<file path="config.mk">
export PLATFORM = sky130hd
export DESIGN_NAME = ps2_rx_fifo
export DESIGN_NICKNAME = d
export VERILOG_FILES = /design/src/rtl/ps2_rx_fifo.sv
export SDC_FILE = /design/constraint.sdc
export NUM_CORES = 1
export LEC_CHECK = 0
export ABC_AREA = 1
export CAP_MARGIN = 30
export CORE_UTILIZATION = 61
export DETAILED_ROUTE_END_ITERATION = 7
export PLACE_DENSITY = 0.78
export SLEW_MARGIN = 5
export SYNTH_ARGS = -nofsm -noshare
export SYNTH_HDL_FRONTEND = slang
export SYNTH_SLANG_ARGS = --single-unit
</file>
<file path="constraint.sdc">
create_clock -name clk -period 3.1 [get_ports clk]
set_clock_uncertainty 0.1 [all_clocks]
set_input_delay 0.93 -clock clk [delete_from_list [all_inputs] [get_ports clk]]
set_output_delay 0.93 -clock clk [all_outputs]
set_load 0.03 [all_outputs]
</file>
<file path="src/rtl/ps2_rx_fifo.sv">
// PS/2 receiver: synchronizes the device clock/data, assembles 11-bit frames and queues
// scan codes in a small FIFO. Define PS2_RX_FRAME_CHECK_EN to reject bad start/stop/parity.
module ps2_rx_fifo #(
    parameter int unsigned FIFO_AW     = 3,
    parameter int unsigned TIMEOUT_CYC = 50000
) (
    input  logic       clk,
    input  logic       rst_n,
    input  logic       ps2_clk,
    input  logic       ps2_data,
    input  logic       nextdata_n,
    output logic [7:0] scan_code,
    output logic       ready,
    output logic       overflow
);

    localparam int unsigned DEPTH = 1 << FIFO_AW;
    localparam int unsigned CW    = FIFO_AW + 1;
    localparam int unsigned TO_W  = $clog2(TIMEOUT_CYC + 1);

    logic [2:0]         r_clk_sync;
    logic [2:0]         r_dat_sync;
    logic [9:0]         r_shift;
    logic [3:0]         r_bitcnt;
    logic [TO_W-1:0]    r_to;
    logic [7:0]         r_mem [DEPTH];
    logic [FIFO_AW-1:0] r_wptr;
    logic [FIFO_AW-1:0] r_rptr;
    logic [CW-1:0]      r_count;
    logic               r_overflow;

    logic        w_fall;
    logic [10:0] w_frame;
    logic        w_done;
    logic        w_timeout;
    logic        w_accept;
    logic        w_full;
    logic        w_pop;
    logic        w_push;

    assign w_fall    = (r_clk_sync[2:1] == 2'b10);
    assign w_frame   = {r_dat_sync[2], r_shift};
    assign w_done    = w_fall && (r_bitcnt == 4'd10);
    assign w_timeout = (r_bitcnt != 4'd0) && (r_to == TO_W'(TIMEOUT_CYC));

`ifdef PS2_RX_FRAME_CHECK_EN
    assign w_accept = !w_frame[0] && w_frame[10] && (^w_frame[9:1]);
`else
    logic w_unused_frame_bits;
    assign w_unused_frame_bits = ^{w_frame[10:9], w_frame[0]};
    assign w_accept = 1'b1;
`endif

    assign ready     = (r_count != '0);
    assign w_full    = (r_count == CW'(DEPTH));
    assign w_pop     = !nextdata_n && ready;
    // A simultaneous pop frees a slot, so a full FIFO can still take the frame.
    assign w_push    = w_done && w_accept && (!w_full || w_pop);
    assign scan_code = r_mem[r_rptr];
    assign overflow  = r_overflow;

    always_ff @(posedge clk or negedge rst_n) begin
        if (!rst_n) begin
            r_clk_sync <= 3'b111;
            r_dat_sync <= 3'b111;
        end else begin
            r_clk_sync <= {r_clk_sync[1:0], ps2_clk};
            r_dat_sync <= {r_dat_sync[1:0], ps2_data};
        end
    end

    always_ff @(posedge clk or negedge rst_n) begin
        if (!rst_n) begin
            r_shift  <= '0;
            r_bitcnt <= '0;
            r_to     <= '0;
        end else if (w_fall) begin
            r_shift  <= w_frame[10:1];
            r_bitcnt <= w_done ? 4'd0 : r_bitcnt + 4'd1;
            r_to     <= '0;
        end else if (r_bitcnt == 4'd0) begin
            r_to <= '0;
        end else if (w_timeout) begin
            r_bitcnt <= '0;
            r_to     <= '0;
        end else begin
            r_to <= r_to + TO_W'(1);
        end
    end

    always_ff @(posedge clk or negedge rst_n) begin
        if (!rst_n) begin
            for (int i = 0; i < int'(DEPTH); i++) r_mem[i] <= 8'h00;
            r_wptr <= '0;
        end else if (w_push) begin
            r_mem[r_wptr] <= w_frame[8:1];
            r_wptr        <= r_wptr + FIFO_AW'(1);
        end
    end

    always_ff @(posedge clk or negedge rst_n) begin
        if (!rst_n) begin
            r_rptr     <= '0;
            r_count    <= '0;
            r_overflow <= 1'b0;
        end else begin
            if (w_pop) r_rptr <= r_rptr + FIFO_AW'(1);
            case ({w_push, w_pop})
                2'b10:   r_count <= r_count + CW'(1);
                2'b01:   r_count <= r_count - CW'(1);
                default: r_count <= r_count;
            endcase
            if (w_done && w_accept && w_full && !w_pop) r_overflow <= 1'b1;
            else if (w_pop)                             r_overflow <= 1'b0;
        end
    end

endmodule

</file>
==> results.md <==
- Run status: complete, no violations
- Max-slew violations: 0
- Number of synthesis warnings: 0
- Initial DRC count: 365
- Clk_lat worst skew: 360 ps
- MaxCap Viol Count: 0
- Synthesized cell area: 5340 um2
- Pwr per Cell Area: 753 nW/um2
- Cell area after layout: 5780 um2
- Unrepaired setup endpoints after global routing: no
- Synth area leaders: dfrtp_1 (49%), nand2_1 (11%), nor2_1 (6.5%), o21ai_1 (5.6%), o21ai_0 (5.3%)
- CP Class: reg -> out
- Crit-path max FO: 33
- Layout cells sized above 1: 8.46%
- Leakage: 2.69 nW
- DR vias/cell: 5.66
- Crit path launch type: register
- Avg WL per Cell: 14.5 um
- Unique masters post-synth: 31
- Detailed Routing Iterations Pass 1: 5
- M1 WL: 5030 um
- Routed wl met2: 5100 um
- Core box area: 8340 um2
- Antenna viol nets, final: 0
- Drc violations: 0
- Initial antenna violation count: 0
- Max Fclk: 338 MHz
- Vias in the first global route: 3871
- Yosys top cell area share: 48.7%
- Area of the multi-input gates: 2260 um2
- Met3 WL: 570 um
- Final std cells w/o fill: 755
- Die Area: 9130 um2
- Most used cell, CP: nand2_1
- Post-synthesis sequential area ratio: 51.7%
- Worst-path clk slew: 110 ps
- Critical-path top delay cell: dfrtp_1
- Critical-path cell list: inv_1 > buf_12 > nor2_1 > o21ai_0 > nand2_1 > nand2_1 > dlygate4sd2_1
- DIE HEIGHT: 95.6 um
- Filler cells: 681
- Fin Setup TNS: 0 ps
- Yosys top cell by area: dfrtp_1
- Clock sinks: 110
- Initial core utilization: 64.0%
- Largest net degree at the start of global routing: 60
- VDD IR-drop max: 344 uV
- Register area: 2760 um2
- Syn Area/Cell: 8.44 um2
- Syn Nets: 648
- Period minus WS final: 2960 ps
- Rows: 33
- Final setup fails: 0
- TritonCTS Buffers: 9
- Placed cells: 739
- # H-tree levels: 3
- Worst min path class: reg -> reg
- Hold Fails Final Rpt: 0
- DP Wirelength: 6910 um
- Count of hold-fix buffers inserted at cts: 0
- Cells after Synth: 633
- Crit end category: output port
- Io pins: 15
- Total routed wirelength: 10900 um
- Req. time, crit path: 2070 ps
- Placer Congestion: 0.884
- Max Used Layer: met4
- Clock tree from TritonCTS: yes
- Nets: 660
- Total global-route track usage: 26.3%
- WHS: 265 ps
- Die width: 95.6 um
- WP data arrival: 1930 ps
- Post-DP Area: 5580 um2
- Max_slew headroom: 57.6%
- Final period util: 95.5%
- Port Buffer Count: 14
- Global-route wire length before repair: 18200 um
- FF+latch count, synth: 110
- Worst-Margin Slew: 634 ps
- Setup Buffers After CTS: 0
- # resized after CTS: 8
- GRT Residual Overflow: 0
- CP peak stage delay: 420 ps
- Clk root buf: clkbuf_8
- Vias: 4273
- ANT cells: 0
- Clk buf depth: 2
- Area grow syn2layout: 8.27%
-- layout by cell type, fill, tap and decap left out, drive strengths merged, types with 8 or more instances in the layout --
cell         instances
nand2              162
o21ai              125
dlygate4sd2          8
inv                 49
ha                  10
dfrtp              104
nand3               35
xor2                 9
clkbuf               9
buf                 10
nor2                95
-- sequential cells by signal (all words and copies together) (netlist names) --
register    cells
r_dat_sync      3
r_mem          64
r_bitcnt        4
r_wptr          3
r_count         4
r_rptr          3
r_to           16
r_clk_sync      3
overflow        1
r_shift         9
-- cell type report --
| cell class | count | share of cell area (%) |
|---|---|---|
| sequential | 110 | 47.7 |
| multi-input combinational | 455 | 39.1 |
| timing repair buffer | 23 | 4.24 |
| inverter | 46 | 2.99 |
| tap | 105 | 2.27 |
| clock buffer | 9 | 2.14 |
| clock inverter | 7 | 1.49 |
-- routing by layer --
metal | GRT usage, % | vias up
met4 | 9.58 | 0
met3 | 3.67 | 24
met2 | 42.0 | 138
li1 | - | 2070
met5 | 0 | -
met1 | 36.6 | 2041
-- cell families after synthesis --
logic type                 after synthesis  synth area share, %
xor gates and xnor gates                13                 2.13
DFF                                    110                 51.7
AOI/OAI and AO/OA                      132                 13.1
buffers and inverters                   68                 5.95
adders and majority gates               10                 2.34
muxes                                    1                0.211
and+or+nand+nor                        299                 24.6
-- path summary, 6_finish.rpt --
path,start,to,slack [ps],cells past startpoint
setup / recovery,r_rptr[0]$_DFFE_PN0P_,scan_code[5],140,7
min in group asynchronous,rst_n,r_mem[49]$_DFFE_PN0P_,360,1
setup reg to reg,r_bitcnt[0]$_DFFE_PN0P_,r_count[2]$_DFFE_PN0P_,740,12
max in group asynchronous,rst_n,r_mem[19]$_DFFE_PN0P_,1850,2
hold / removal,r_dat_sync[1]$_DFF_PN1_,r_dat_sync[2]$_DFF_PN1_,270,0
hold reg to reg,r_dat_sync[1]$_DFF_PN1_,r_dat_sync[2]$_DFF_PN1_,270,0
-- critical path: cells and delay by family, from the launching register on --
| family | cells | cell delay [ps] |
|---|---|---|
| and+or+nand+nor | 3 | 210 |
| buffers and inverters | 3 | 710 |
| AOI/OAI and AO/OA | 1 | 190 |
| DFF | 1 | 420 |
-- cell usage after synthesis (all sizes together) --
master and n:
a21oi 4, a31oi 1, buf 12, clkbuf 10, clkinv 1, dfrtp 104
dfstp 6, ha 10, inv 45, mux2 1, nand2 162, nand3 35
nand4 5, nor2 95, nor3 2, o21ai 125, o21bai 1, o31ai 1
xnor2 4, xor2 9
-- power by group --
group	internal [mW]	switching, mW	leakage [nW]	total, mW
clock	0.392	0.504	0.104	0.897
sequential	1.60	0.146	1.47	1.74
combinational	0.578	1.14	1.12	1.71
total	2.57	1.79	2.69	4.35
-- per-stage QoR --
stage               total power, mW  utilization [%]  setup WS [ps]
finish                         4.35             69.3            139
global route                   4.67             69.3           22.4
CTS                            4.37             69.3            131
detailed placement             3.52             66.9            178
global placement               3.48             66.9            246
floorplan                      2.93                -            745
No activity file was read; power rests on OpenSTA's default activity.
